$ cat src/rtl/pong_match_referee_pkg.sv
// Shared types and defaults for the pong match referee: FSM states, geometry
// defaults, side encodings for serve_dir/winner.
package pong_match_referee_pkg;

    typedef enum logic [1:0] {
        ST_IDLE      = 2'd0,
        ST_SERVE     = 2'd1,
        ST_RALLY     = 2'd2,
        ST_GAME_OVER = 2'd3
    } ref_state_e;

    localparam int unsigned DEF_X_W           = 10;
    localparam int unsigned DEF_SCORE_W       = 8;
    localparam int unsigned DEF_WIN_SCORE     = 11;
    localparam int unsigned DEF_FIELD_W       = 640;
    localparam int unsigned DEF_LEFT_PADDLE_X = 10;
    localparam int unsigned DEF_PADDLE_W      = 10;
    localparam int unsigned DEF_PADDLE_H      = 80;
    localparam int unsigned DEF_SERVE_FRAMES  = 60;
    localparam int unsigned DEF_SPEEDUP_HITS  = 4;
    localparam int unsigned SPEED_W           = 2;

    // Shared by serve_dir and winner
    localparam logic SIDE_LEFT  = 1'b0;
    localparam logic SIDE_RIGHT = 1'b1;

    function automatic int unsigned cnt_width(input int unsigned n);
        return (n > 1) ? $clog2(n) : 1;
    endfunction

endpackage

$ cat src/rtl/pong_match_referee_if.sv
// Game-side bus of the match referee: positions and buttons in, referee
// decisions and scores out.
interface pong_match_referee_if #(
    parameter int unsigned X_W     = 10,
    parameter int unsigned SCORE_W = 8
);
    logic               frame_tick;
    logic [X_W-1:0]     ball_x;
    logic [X_W-1:0]     ball_y;
    logic [X_W-1:0]     left_paddle_y;
    logic [X_W-1:0]     right_paddle_y;
    logic               left_start;
    logic               right_start;
    logic               hit_left;
    logic               hit_right;
    logic               new_round;
    logic               ball_run;
    logic               serve_dir;
    logic [SCORE_W-1:0] left_score;
    logic [SCORE_W-1:0] right_score;
    logic               game_over;
    logic               winner;
    logic [1:0]         speed_level;

    modport master (
        output frame_tick, ball_x, ball_y, left_paddle_y, right_paddle_y,
               left_start, right_start,
        input  hit_left, hit_right, new_round, ball_run, serve_dir,
               left_score, right_score, game_over, winner, speed_level
    );

    modport slave (
        input  frame_tick, ball_x, ball_y, left_paddle_y, right_paddle_y,
               left_start, right_start,
        output hit_left, hit_right, new_round, ball_run, serve_dir,
               left_score, right_score, game_over, winner, speed_level
    );
endinterface

$ cat src/rtl/pong_paddle_hit_detect.sv
// Combinational ball-on-paddle-face test; one face per instance, compared in
// X_W+1 bits so paddle_y+PADDLE_H cannot overflow.
module pong_paddle_hit_detect #(
    parameter int unsigned X_W      = 10,
    parameter int unsigned FACE_X   = 10,
    parameter bit          FACE_LE  = 1'b1,
    parameter int unsigned PADDLE_H = 80
) (
    input  logic [X_W-1:0] ball_x,
    input  logic [X_W-1:0] ball_y,
    input  logic [X_W-1:0] paddle_y,
    output logic           hit_c
);
    localparam int unsigned XE_W = X_W + 1;
    localparam logic [XE_W-1:0] FACE = XE_W'(FACE_X);
    localparam logic [XE_W-1:0] PH   = XE_W'(PADDLE_H);

    logic [XE_W-1:0] bx_e;
    logic [XE_W-1:0] by_e;
    logic [XE_W-1:0] top_e;
    logic [XE_W-1:0] bot_e;
    logic            x_ok;
    logic            y_ok;

    assign bx_e  = {1'b0, ball_x};
    assign by_e  = {1'b0, ball_y};
    assign top_e = {1'b0, paddle_y};
    assign bot_e = top_e + PH;

    assign x_ok  = FACE_LE ? (bx_e <= FACE) : (bx_e >= FACE);
    assign y_ok  = (by_e >= top_e) && (by_e <= bot_e);
    assign hit_c = x_ok && y_ok;
endmodule

$ cat src/rtl/pong_match_referee.sv
// Pong match referee: hit/exit detection, saturating scores, serve/rally FSM
// with win detection. Define REFEREE_SPEEDUP_EN to build the hit-driven speed steps.
module pong_match_referee
    import pong_match_referee_pkg::*;
#(
    parameter int unsigned X_W           = DEF_X_W,
    parameter int unsigned SCORE_W       = DEF_SCORE_W,
    parameter int unsigned WIN_SCORE     = DEF_WIN_SCORE,
    parameter int unsigned FIELD_W       = DEF_FIELD_W,
    parameter int unsigned LEFT_PADDLE_X = DEF_LEFT_PADDLE_X,
    parameter int unsigned PADDLE_W      = DEF_PADDLE_W,
    parameter int unsigned PADDLE_H      = DEF_PADDLE_H,
    parameter int unsigned SERVE_FRAMES  = DEF_SERVE_FRAMES,
    parameter int unsigned SPEEDUP_HITS  = DEF_SPEEDUP_HITS
) (
    input  logic                 clk,
    input  logic                 reset,
    pong_match_referee_if.slave  bus
);
    localparam int unsigned XE_W  = X_W + 1;
    localparam int unsigned CNT_W = cnt_width(SERVE_FRAMES);

    localparam logic [XE_W-1:0]    FIELD_X    = XE_W'(FIELD_W);
    localparam logic [XE_W-1:0]    QUARTER_X  = XE_W'(FIELD_W / 4);
    localparam logic [XE_W-1:0]    THREEQ_X   = XE_W'((3 * FIELD_W) / 4);
    localparam logic [SCORE_W-1:0] WIN        = SCORE_W'(WIN_SCORE);
    localparam logic [CNT_W-1:0]   SERVE_LAST = CNT_W'(SERVE_FRAMES - 1);

    ref_state_e         state;
    ref_state_e         state_d;
    logic               left_start_q;
    logic               right_start_q;
    logic               start_edge;
    logic [X_W-1:0]     prev_x;
    logic [CNT_W-1:0]   serve_cnt;
    logic [CNT_W-1:0]   serve_cnt_d;
    logic [SCORE_W-1:0] left_score_q;
    logic [SCORE_W-1:0] right_score_q;
    logic [SCORE_W-1:0] left_score_d;
    logic [SCORE_W-1:0] right_score_d;
    logic [SCORE_W-1:0] left_inc;
    logic [SCORE_W-1:0] right_inc;
    logic               serve_dir_q;
    logic               serve_dir_d;
    logic               winner_q;
    logic               winner_d;
    logic               new_round_q;
    logic               new_round_d;
    logic               ball_run_q;
    logic               game_over_q;
    logic               hit_left_q;
    logic               hit_right_q;
    logic               hit_left_c;
    logic               hit_right_c;
    logic               left_exit;
    logic               right_exit;
    logic               serve_done;
    logic [XE_W-1:0]    ball_x_e;
    logic [XE_W-1:0]    prev_x_e;

    pong_paddle_hit_detect #(
        .X_W(X_W), .FACE_X(LEFT_PADDLE_X), .FACE_LE(1'b1), .PADDLE_H(PADDLE_H)
    ) u_hit_left (
        .ball_x(bus.ball_x), .ball_y(bus.ball_y),
        .paddle_y(bus.left_paddle_y), .hit_c(hit_left_c)
    );

    pong_paddle_hit_detect #(
        .X_W(X_W), .FACE_X(FIELD_W - PADDLE_W), .FACE_LE(1'b0), .PADDLE_H(PADDLE_H)
    ) u_hit_right (
        .ball_x(bus.ball_x), .ball_y(bus.ball_y),
        .paddle_y(bus.right_paddle_y), .hit_c(hit_right_c)
    );

    assign start_edge = (bus.left_start & ~left_start_q) | (bus.right_start & ~right_start_q);

    // A wrapped position (>= FIELD_W) plus the side it came from decides the exit
    assign ball_x_e   = {1'b0, bus.ball_x};
    assign prev_x_e   = {1'b0, prev_x};
    assign left_exit  = bus.frame_tick && (state == ST_RALLY) &&
                        (prev_x_e < QUARTER_X) && (ball_x_e >= FIELD_X);
    assign right_exit = bus.frame_tick && (state == ST_RALLY) && !left_exit &&
                        (prev_x_e >= THREEQ_X) && (ball_x_e >= FIELD_X);
    assign serve_done = bus.frame_tick && (state == ST_SERVE) && (serve_cnt == SERVE_LAST);

    assign left_inc  = (left_score_q  == WIN) ? left_score_q  : left_score_q  + SCORE_W'(1);
    assign right_inc = (right_score_q == WIN) ? right_score_q : right_score_q + SCORE_W'(1);

    // State and datapath registers
    always_ff @(posedge clk) begin
        if (reset) begin
            state         <= ST_IDLE;
            left_start_q  <= 1'b0;
            right_start_q <= 1'b0;
            prev_x        <= '0;
            serve_cnt     <= '0;
            left_score_q  <= '0;
            right_score_q <= '0;
            serve_dir_q   <= SIDE_LEFT;
            winner_q      <= SIDE_LEFT;
            new_round_q   <= 1'b1;
            ball_run_q    <= 1'b0;
            game_over_q   <= 1'b0;
            hit_left_q    <= 1'b0;
            hit_right_q   <= 1'b0;
        end else begin
            state         <= state_d;
            left_start_q  <= bus.left_start;
            right_start_q <= bus.right_start;
            if (bus.frame_tick) begin
                prev_x <= bus.ball_x;
            end
            serve_cnt     <= serve_cnt_d;
            left_score_q  <= left_score_d;
            right_score_q <= right_score_d;
            serve_dir_q   <= serve_dir_d;
            winner_q      <= winner_d;
            new_round_q   <= new_round_d;
            ball_run_q    <= (state_d == ST_RALLY);
            game_over_q   <= (state_d == ST_GAME_OVER);
            hit_left_q    <= hit_left_c  && (state == ST_RALLY);
            hit_right_q   <= hit_right_c && (state == ST_RALLY);
        end
    end

    // Next state
    always_comb begin
        state_d = state;
        case (state)
            ST_IDLE: begin
                if (start_edge) state_d = ST_SERVE;
            end
            ST_SERVE: begin
                if (serve_done) state_d = ST_RALLY;
            end
            ST_RALLY: begin
                if (left_exit) begin
                    state_d = (right_inc == WIN) ? ST_GAME_OVER : ST_SERVE;
                end else if (right_exit) begin
                    state_d = (left_inc == WIN) ? ST_GAME_OVER : ST_SERVE;
                end
            end
            ST_GAME_OVER: begin
                if (start_edge) state_d = ST_SERVE;
            end
            default: state_d = ST_IDLE;
        endcase
    end

    // Next values of the registered outputs and serve counter
    always_comb begin
        serve_cnt_d   = serve_cnt;
        left_score_d  = left_score_q;
        right_score_d = right_score_q;
        serve_dir_d   = serve_dir_q;
        winner_d      = winner_q;
        new_round_d   = (state_d == ST_SERVE) && (state != ST_SERVE);

        if (state != ST_SERVE) begin
            serve_cnt_d = '0;
        end else if (bus.frame_tick) begin
            serve_cnt_d = serve_done ? '0 : serve_cnt + CNT_W'(1);
        end

        case (state)
            ST_RALLY: begin
                if (left_exit) begin
                    right_score_d = right_inc;
                    serve_dir_d   = SIDE_LEFT;
                    if (right_inc == WIN) winner_d = SIDE_RIGHT;
                end else if (right_exit) begin
                    left_score_d = left_inc;
                    serve_dir_d  = SIDE_RIGHT;
                    if (left_inc == WIN) winner_d = SIDE_LEFT;
                end
            end
            ST_GAME_OVER: begin
                if (start_edge) begin
                    left_score_d  = '0;
                    right_score_d = '0;
                end
            end
            default: ;
        endcase
    end

`ifdef REFEREE_SPEEDUP_EN
    localparam int unsigned HIT_CNT_W = cnt_width(SPEEDUP_HITS);
    localparam logic [HIT_CNT_W-1:0] HIT_LAST = HIT_CNT_W'(SPEEDUP_HITS - 1);

    logic                 hit_any_q;
    logic [HIT_CNT_W-1:0] hit_cnt;
    logic [SPEED_W-1:0]   speed_q;

    // One speed step per SPEEDUP_HITS distinct paddle contacts within a round
    always_ff @(posedge clk) begin
        if (reset) begin
            hit_any_q <= 1'b0;
            hit_cnt   <= '0;
            speed_q   <= '0;
        end else begin
            hit_any_q <= hit_left_q | hit_right_q;
            if (new_round_q) begin
                hit_cnt <= '0;
                speed_q <= '0;
            end else if ((hit_left_q | hit_right_q) && !hit_any_q) begin
                if (hit_cnt == HIT_LAST) begin
                    hit_cnt <= '0;
                    if (speed_q != '1) speed_q <= speed_q + SPEED_W'(1);
                end else begin
                    hit_cnt <= hit_cnt + HIT_CNT_W'(1);
                end
            end
        end
    end

    assign bus.speed_level = speed_q;
`else
    assign bus.speed_level = '0;
`endif

    assign bus.hit_left    = hit_left_q;
    assign bus.hit_right   = hit_right_q;
    assign bus.new_round   = new_round_q;
    assign bus.ball_run    = ball_run_q;
    assign bus.serve_dir   = serve_dir_q;
    assign bus.left_score  = left_score_q;
    assign bus.right_score = right_score_q;
    assign bus.game_over   = game_over_q;
    assign bus.winner      = winner_q;
endmodule

$ cat src/flat_wrapper.sv
// flat-port wrapper written by rule: the top's interface ports become plain ports
module pong_match_referee_flat import pong_match_referee_pkg::*;
#(
    parameter int unsigned X_W           = DEF_X_W,
    parameter int unsigned SCORE_W       = DEF_SCORE_W,
    parameter int unsigned WIN_SCORE     = DEF_WIN_SCORE,
    parameter int unsigned FIELD_W       = DEF_FIELD_W,
    parameter int unsigned LEFT_PADDLE_X = DEF_LEFT_PADDLE_X,
    parameter int unsigned PADDLE_W      = DEF_PADDLE_W,
    parameter int unsigned PADDLE_H      = DEF_PADDLE_H,
    parameter int unsigned SERVE_FRAMES  = DEF_SERVE_FRAMES,
    parameter int unsigned SPEEDUP_HITS  = DEF_SPEEDUP_HITS
)
  (clk, reset, bus_frame_tick, bus_ball_x, bus_ball_y, bus_left_paddle_y, bus_right_paddle_y, bus_left_start, bus_right_start, bus_hit_left, bus_hit_right, bus_new_round, bus_ball_run, bus_serve_dir, bus_left_score, bus_right_score, bus_game_over, bus_winner, bus_speed_level);
  pong_match_referee_if #(.X_W(X_W), .SCORE_W(SCORE_W)) bus_i ();
  input  logic clk;
  input  logic reset;
  input wire logic [$bits(bus_i.frame_tick)-1:0] bus_frame_tick;
  input wire logic [$bits(bus_i.ball_x)-1:0] bus_ball_x;
  input wire logic [$bits(bus_i.ball_y)-1:0] bus_ball_y;
  input wire logic [$bits(bus_i.left_paddle_y)-1:0] bus_left_paddle_y;
  input wire logic [$bits(bus_i.right_paddle_y)-1:0] bus_right_paddle_y;
  input wire logic [$bits(bus_i.left_start)-1:0] bus_left_start;
  input wire logic [$bits(bus_i.right_start)-1:0] bus_right_start;
  output wire logic [$bits(bus_i.hit_left)-1:0] bus_hit_left;
  output wire logic [$bits(bus_i.hit_right)-1:0] bus_hit_right;
  output wire logic [$bits(bus_i.new_round)-1:0] bus_new_round;
  output wire logic [$bits(bus_i.ball_run)-1:0] bus_ball_run;
  output wire logic [$bits(bus_i.serve_dir)-1:0] bus_serve_dir;
  output wire logic [$bits(bus_i.left_score)-1:0] bus_left_score;
  output wire logic [$bits(bus_i.right_score)-1:0] bus_right_score;
  output wire logic [$bits(bus_i.game_over)-1:0] bus_game_over;
  output wire logic [$bits(bus_i.winner)-1:0] bus_winner;
  output wire logic [$bits(bus_i.speed_level)-1:0] bus_speed_level;
  assign bus_i.frame_tick = bus_frame_tick;
  assign bus_i.ball_x = bus_ball_x;
  assign bus_i.ball_y = bus_ball_y;
  assign bus_i.left_paddle_y = bus_left_paddle_y;
  assign bus_i.right_paddle_y = bus_right_paddle_y;
  assign bus_i.left_start = bus_left_start;
  assign bus_i.right_start = bus_right_start;
  assign bus_hit_left = bus_i.hit_left;
  assign bus_hit_right = bus_i.hit_right;
  assign bus_new_round = bus_i.new_round;
  assign bus_ball_run = bus_i.ball_run;
  assign bus_serve_dir = bus_i.serve_dir;
  assign bus_left_score = bus_i.left_score;
  assign bus_right_score = bus_i.right_score;
  assign bus_game_over = bus_i.game_over;
  assign bus_winner = bus_i.winner;
  assign bus_speed_level = bus_i.speed_level;
  pong_match_referee #(.X_W(X_W), .SCORE_W(SCORE_W), .WIN_SCORE(WIN_SCORE), .FIELD_W(FIELD_W), .LEFT_PADDLE_X(LEFT_PADDLE_X), .PADDLE_W(PADDLE_W), .PADDLE_H(PADDLE_H), .SERVE_FRAMES(SERVE_FRAMES), .SPEEDUP_HITS(SPEEDUP_HITS)) u_core (.clk(clk), .reset(reset), .bus(bus_i));
endmodule
$ cat config.mk
export PLATFORM = sky130hd
export DESIGN_NAME = pong_match_referee_flat
export DESIGN_NICKNAME = d
export VERILOG_FILES = /design/src/rtl/pong_match_referee_pkg.sv /design/src/rtl/pong_match_referee_if.sv /design/src/rtl/pong_paddle_hit_detect.sv /design/src/rtl/pong_match_referee.sv /design/src/flat_wrapper.sv
export SDC_FILE = /design/constraint.sdc
export NUM_CORES = 1
export LEC_CHECK = 0
export BUFFER_PORTS_ARGS = -buffer_cell sky130_fd_sc_hd__buf_4
export CAP_MARGIN = 30
export CORE_AREA = 5 5 76 92
export DETAILED_ROUTE_END_ITERATION = 7
export DIE_AREA = 0 0 81 97
export GPL_ROUTABILITY_DRIVEN = 0
export PLACE_DENSITY = 0.82
export REMOVE_ABC_BUFFERS = 1
export SETUP_SLACK_MARGIN = 0.15
export SLEW_MARGIN = 20
export SYNTH_ARGS = -nofsm -noshare
export SYNTH_HDL_FRONTEND = slang
export SYNTH_HIERARCHICAL = 1
export SYNTH_SLANG_ARGS = --single-unit
$ cat constraint.sdc
create_clock -name clk -period 3.3 [get_ports clk]
set_clock_uncertainty 0.05 [all_clocks]
set_input_delay 0.825 -clock clk [delete_from_list [all_inputs] [get_ports clk]]
set_output_delay 0.825 -clock clk [all_outputs]
set_load 0.01 [all_outputs]
# --- After elaboration in Yosys (flattened, before gate mapping) ---
# Cells that the tools add are included.
totals:
  regBits: 43
  in_bits: 45
  out_inout_bits: 25
  word_cells: 98
classes:
  add_sub_neg: 5
  magnitude_cmp: 9
  n_eq_ne: 17
  n_mux: 22
  n_bitwise: 5
  reduce_logical: 26
ops:
  columns: ["cell", "n"]
  rows:
  - ["8-bit 2-to-1 mux", 6]
  - ["8-bit by 4-bit equality test with 1-bit output, second input constant", 4]
  - ["8-bit one-hot mux with 2 select lines", 2]
  - ["10-bit by 7-bit adder with 11-bit output, second input constant", 2]
  - ["10-bit by 11-bit less-or-equal comparator with 1-bit output", 2]
  - ["10-bit >= comparator", 2]
  - ["10-bit >= comparator, second input constant", 2]
  - ["8-bit by 1-bit adder with 8-bit output, second input constant", 2]
  - ["1-bit logical AND", 15]
  - ["2-bit 2-to-1 mux", 6]
  - ["10-bit by 9-bit >= comparator with 1-bit output, second input constant", 1]
  - ["10-bit by 4-bit less-or-equal comparator with 1-bit output, second input constant", 1]
  - ["10-bit by 8-bit less-than comparator with 1-bit output, second input constant", 1]
  - ["2-bit equality test, second input constant", 4]
  - ["2-bit by 1-bit != test with 1-bit output, second input constant", 4]
  - ["4-bit AND reduction", 2]
  - ["6-bit by 1-bit adder with 6-bit output, second input constant", 1]
  - ["6-bit equality test, second input constant", 1]
  - ["1-bit 2-to-1 mux", 6]
  - ["6-bit 2-to-1 mux", 1]
  - ["2-bit one-hot mux with 3 select lines", 1]
  - ["2-bit nonzero test", 3]
  - ["2-bit by 1-bit equality test with 1-bit output, second input constant", 2]
  - ["2-bit != test, second input constant", 2]
  - ["other kinds (8)", 11]

# --- Logic depth before layout (Yosys ltp) ---
depth:
  ltp_word: 13
  depth_mapped: 9
  mapped_depth_nobuf: 9

# --- Cells and area by module ---
# Netlist, hierarchy kept.
by_module_without_submodules:
  columns: ["module", "instances", "cells_each", "area_per_inst_um2", "seq_area_each_um2"]
  rows:
  - ["pong_match_referee", 1, 261, 2172.1, 760.7]
  - ["pong_paddle_hit_detect at u_core.u_hit_left", 1, 69, 515.5, 0.0]
  - ["pong_paddle_hit_detect at u_core.u_hit_right", 1, 68, 508.0, 0.0]

# --- Least setup slack after synthesis ---
# OpenSTA, ideal clock, no wires.
synth_timing:
  path_kind: "input-to-reg"
  from: "input bus_left_paddle_y[4]"
  to: "register u_core.hit_left_q, in the netlist u_core/bus.hit_left"
  setup_time_ns: 0.059
  arrival_ns: 2.381
  required_ns: 3.191
  slack_ns: 0.810
  stages: 9
  n_path_buf: 0
  cell_sequence: "ha_1 -> o21ai_0 -> xnor2_1 -> ha_1 -> a21o_1 -> a21oi_1 -> a21oi_1 -> a311oi_1 -> and2_1"
synth_via:
  elab_chain_cells: 5
  elab_cells_between_ends: 6
  classes_between: "add/sub: 1; order compare: 2; reduce/logical: 3"
synth_rtl:
  columns: ["element", "line_no", "source"]
  rows:
  - ["start, declared", "flat_wrapper.sv:21", "input wire logic [$bits(bus_i.left_paddle_y)-1:0] bus_left_paddle_y;"]
  - ["10-bit by 7-bit adder with 11-bit output", "pong_paddle_hit_detect.sv:28", "assign bot_e = top_e + PH;"]
  - ["10-bit by 11-bit less-or-equal comparator with 1-bit output", "pong_paddle_hit_detect.sv:31", "assign y_ok = (by_e >= top_e) && (by_e <= bot_e);"]
  - ["1-bit logical AND (*)", "pong_paddle_hit_detect.sv:31", null]
  - ["1-bit logical AND (*)", "pong_paddle_hit_detect.sv:32", "assign hit_c = x_ok && y_ok;"]
  - ["via u_core.hit_left_c", "pong_match_referee.sv:53", "logic hit_left_c;"]
  - ["1-bit logical AND (*)", "pong_match_referee.sv:121", "hit_left_q <= hit_left_c && (state == ST_RALLY);"]
  - ["end signal, assigned", "pong_match_referee.sv:121", null]
  - ["end, declared", "pong_match_referee.sv:51", "logic hit_left_q;"]
# Mark *: on every way through the listed nets, which the timed path passes. The rest lies on a longest branch.
# A chain may end at the register's enable or synchronous reset.

# --- Worst setup path in the final report ---
# Ends and elaborated chain as after synthesis.

==> impl_metrics.yaml <==
timing:
  max-slew-margin-rel: 0.536
  crit_path_time_final_ns: 2.45
  worst_slew_pin_slew_ns: 0.689
  finalSetupViolations: 0
  upper_clock_frequency_limit_ghz: 0.407
  unrepaired_setup_endpoints_after_global_routing: "no"
  finalMaxSlewViolations: 0
  min_period_over_period: 0.744
  report.final.hold_viol_count: 0
  setup_slack_ns: 0.845
  fin_setup_tns_ns: 0
global_routing:
  grt_antenna_before_repair: 0
  globalRouteTotalUtil: 0.200
  grt_first_pass_wirelength_um: 13100
  first_global_vias: 3126
  grt_overflow: 0
  grt_max_degree: 30
routing:
  drt-initial-drc-count: 90
  drt_first_pass_iters: 5
  avgViaCountPerCell: 5.75
  via_count: 3118
  detail_route.wirelength_um: 7850
  per_cell_routed_wire_length_um: 14.5
  ant_nets: 0
  drcViolationCount: 0
worst_setup_path:
  critPathMaxFanout: 4
  worst_reg2reg_startpoint: "u_core/state[0]"
  r2r_setup_slack_ns: 0.89
  crit_path_end_kind: "flip-flop"
  cp_data_arrival_time_ns: 2.64
  regToRegEndpoint: "u_core/bus.ball_run"
  path_class: "in -> reg"
  worstSetupStartpointType: "primary input"
  ff2ff_path_depth: 9
  cp.required_ns: 3.49
floorplan:
  placement_rows: 31
  floorplan.die.height_um: 97
  die_area_um2: 7860
  core_um2: 5970
  num_io_pins: 70
  die_width_um: 81
  floorplan.initialDensity: 0.535
finish:
  n_antenna_cell: 0
  layout_commonest_cell: "sky130_fd_sc_hd__buf_4"
  final_cell_mix: "sky130_fd_sc_hd__buf_4 (67), sky130_fd_sc_hd__nor2_1 (42), sky130_fd_sc_hd__ha_1 (41)"
  flow.area_growth_from_synthesis_pct: 19.8
  finish.net_count: 545
  layout-drive-gt1-share: 0.202
  finish.utilization: 0.641
placed_design:
  place_hpwl_um: 6310
  place_worst_setup_slack_ns: 0.533
  total_of_buffers_placed_on_input_and_output_ports: 67
worst_hold_path:
  hold_path.startpoint: "u_core/bus.serve_dir"
  timing.hold.worst.class: "reg -> reg"
  min_path_cells: 2
  worst_hold_path.endpoint: "u_core/bus.serve_dir"
power:
  cellPowerDensity_nw_per_um2: 304
  leakage_power_uw: 0.00163
  vdd_ir_drop_max_uv: 167
synthesis:
  ys_types: 66
  synth.cell_area_um2: 3200
  synth_edf_count: 0
  ys_seq_area_frac: 0.238
  yosys_most_used_dff: "sky130_fd_sc_hd__dfxtp_1"
  syn-instance-count: 398
  ys_seq_elements: 38
  avgSynthCellArea_um2: 8.03
  synth_warnings: 6
  postSynth.asyncResetShare: 0
clock_network:
  postCtsSetupRepairBufs: 0
  clock_tree_from_tritoncts: "built"
  worstSkewPairLatency_ns: 0.30
  clock_tree.root_cell: "sky130_fd_sc_hd__clkbuf_8"
  cts_repair_resized_insts: 0
  clock_sink_count: 38
  ctsHoldBuffers: 0
  cts_max_path_buffers: 2
  tritoncts.num_buffers: 5
  clkSlewWorstSetupHoldPaths_ns: 0.08
  depth_of_the_cts_h_tree: 2
flow_run:
  drv_cap: 0
outcome:
  outcome: "finished clean"
## cells in the mapped netlist, types with 2 or more instances
cell,instances,share of area
sky130_fd_sc_hd__nor2_1,42,0.049
sky130_fd_sc_hd__ha_1,41,0.16
sky130_fd_sc_hd__dfxtp_1,38,0.24
sky130_fd_sc_hd__a21oi_1,33,0.052
sky130_fd_sc_hd__inv_1,33,0.039
sky130_fd_sc_hd__o21ai_0,23,0.036
sky130_fd_sc_hd__nand2_1,16,0.019
sky130_fd_sc_hd__nand3_1,10,0.016
sky130_fd_sc_hd__nor3_1,10,0.016
sky130_fd_sc_hd__xnor2_1,10,0.027
sky130_fd_sc_hd__mux2i_1,9,0.028
sky130_fd_sc_hd__nand2b_1,8,0.016
sky130_fd_sc_hd__a21o_1,7,0.016
sky130_fd_sc_hd__clkbuf_1,7,0.0082
sky130_fd_sc_hd__nor2b_1,7,0.014
sky130_fd_sc_hd__a211oi_1,6,0.014
sky130_fd_sc_hd__or3_1,6,0.012
sky130_fd_sc_hd__and2_1,5,0.0098
sky130_fd_sc_hd__xor2_1,5,0.014
sky130_fd_sc_hd__a31o_2,4,0.011
sky130_fd_sc_hd__and4_1,4,0.011
sky130_fd_sc_hd__nand4_1,4,0.0078
sky130_fd_sc_hd__nor4_1,4,0.0078
sky130_fd_sc_hd__o2111ai_1,4,0.011
sky130_fd_sc_hd__o21a_1,4,0.0094
sky130_fd_sc_hd__buf_2,3,0.0047
sky130_fd_sc_hd__buf_4,3,0.0070
sky130_fd_sc_hd__nand3b_1,3,0.0070
sky130_fd_sc_hd__o211ai_1,3,0.0070
sky130_fd_sc_hd__a22oi_1,2,0.0047
sky130_fd_sc_hd__a31oi_1,2,0.0039
sky130_fd_sc_hd__a41oi_1,2,0.0055
sky130_fd_sc_hd__and3_1,2,0.0039
sky130_fd_sc_hd__nand4b_1,2,0.0055
sky130_fd_sc_hd__nor3_2,2,0.0063
sky130_fd_sc_hd__o22a_1,2,0.0055
sky130_fd_sc_hd__or2_2,2,0.0039
sky130_fd_sc_hd__or3b_1,2,0.0055
## logic make-up after synthesis
family | after synthesis | synth area share
fa+ha+maj | 41 | 0.161
buf+inv | 48 | 0.0611
compound gates | 108 | 0.228
mux | 9 | 0.0282
flops | 38 | 0.238
other cells | 1 | 0.00117
xor+xnor | 15 | 0.0411
simple gates | 138 | 0.242
## through the flow
step	total power, µW	hold slack, ns	cells	instance area, µm²
after floorplan	721	0.433	385	3130
after global placement	833	0.435	534	3740
after detailed placement	845	0.448	534	3740
after CTS	1170	0.467	542	3830
after global routing	1240	0.509	542	3830
final	1160	0.464	542	3830
## power breakdown
part           leakage (µW)  total, µW  internal (µW)  switching [µW]
clock             0.0000441        322            148             174
sequential         0.000308        494            478            15.7
combinational       0.00128        346            167             179
## metal layers
metal | vias to the layer above | global-route usage | part of all wire
li1 | 1559 | - | -
met1 | 1463 | 0.212 | 0.40
met2 | 82 | 0.379 | 0.54
met3 | 14 | 0.0335 | 0.046
met4 | 0 | 0.0780 | 0.020
met5 | - | 0 | 0
## registers in the layout, indices dropped and copies added (netlist names)
register / flops
u_core/serve_cnt: 6
u_core/state: 2
u_core/bus.right_score: 8
u_core/bus.winner: 1
u_core/left_start_q: 1
u_core/bus.game_over: 1
u_core/bus.left_score: 8
u_core/bus.hit_right: 1
u_core/bus.new_round: 1
u_core/bus.serve_dir: 1
u_core/bus.ball_run: 1
u_core/bus.hit_left: 1
u_core/prev_x: 5
u_core/right_start_q: 1
## worst max-delay path, stage by stage
cell,delay (ns)
sky130_fd_sc_hd__buf_4,0.13
sky130_fd_sc_hd__ha_1,0.23
sky130_fd_sc_hd__o21ai_0,0.21
sky130_fd_sc_hd__xnor2_1,0.15
sky130_fd_sc_hd__ha_1,0.26
sky130_fd_sc_hd__a21o_1,0.18
sky130_fd_sc_hd__a21oi_1,0.18
sky130_fd_sc_hd__nand3_1,0.10
sky130_fd_sc_hd__a311oi_1,0.24
sky130_fd_sc_hd__and2_1,0.15
## cell type report
cell class	count	area [µm²]
multi-input cells	313	2240
flip-flops and latches	38	761
clock buffers	5	68.8
repair buffers	67	503
clock inverters	3	21.3
inverters	34	128
well taps	82	103
fillers	558	2150
## worst max path at each step
stage | from | endpoint | slack [ns]
3_3_place_gp | bus_left_paddle_y[4] | u_core/bus.hit_left | 0.60
6_report | bus_left_paddle_y[4] | u_core/bus.hit_left | 0.85
3_5_place_dp | bus_right_paddle_y[4] | u_core/bus.hit_right | 0.53
5_1_grt | bus_right_paddle_y[4] | u_core/bus.hit_right | 0.68
4_1_cts | bus_left_paddle_y[4] | u_core/bus.hit_left | 0.85
2_1_floorplan | bus_left_paddle_y[4] | u_core/bus.hit_left | 0.81
Note: power is estimated with default switching activity, not from simulation.
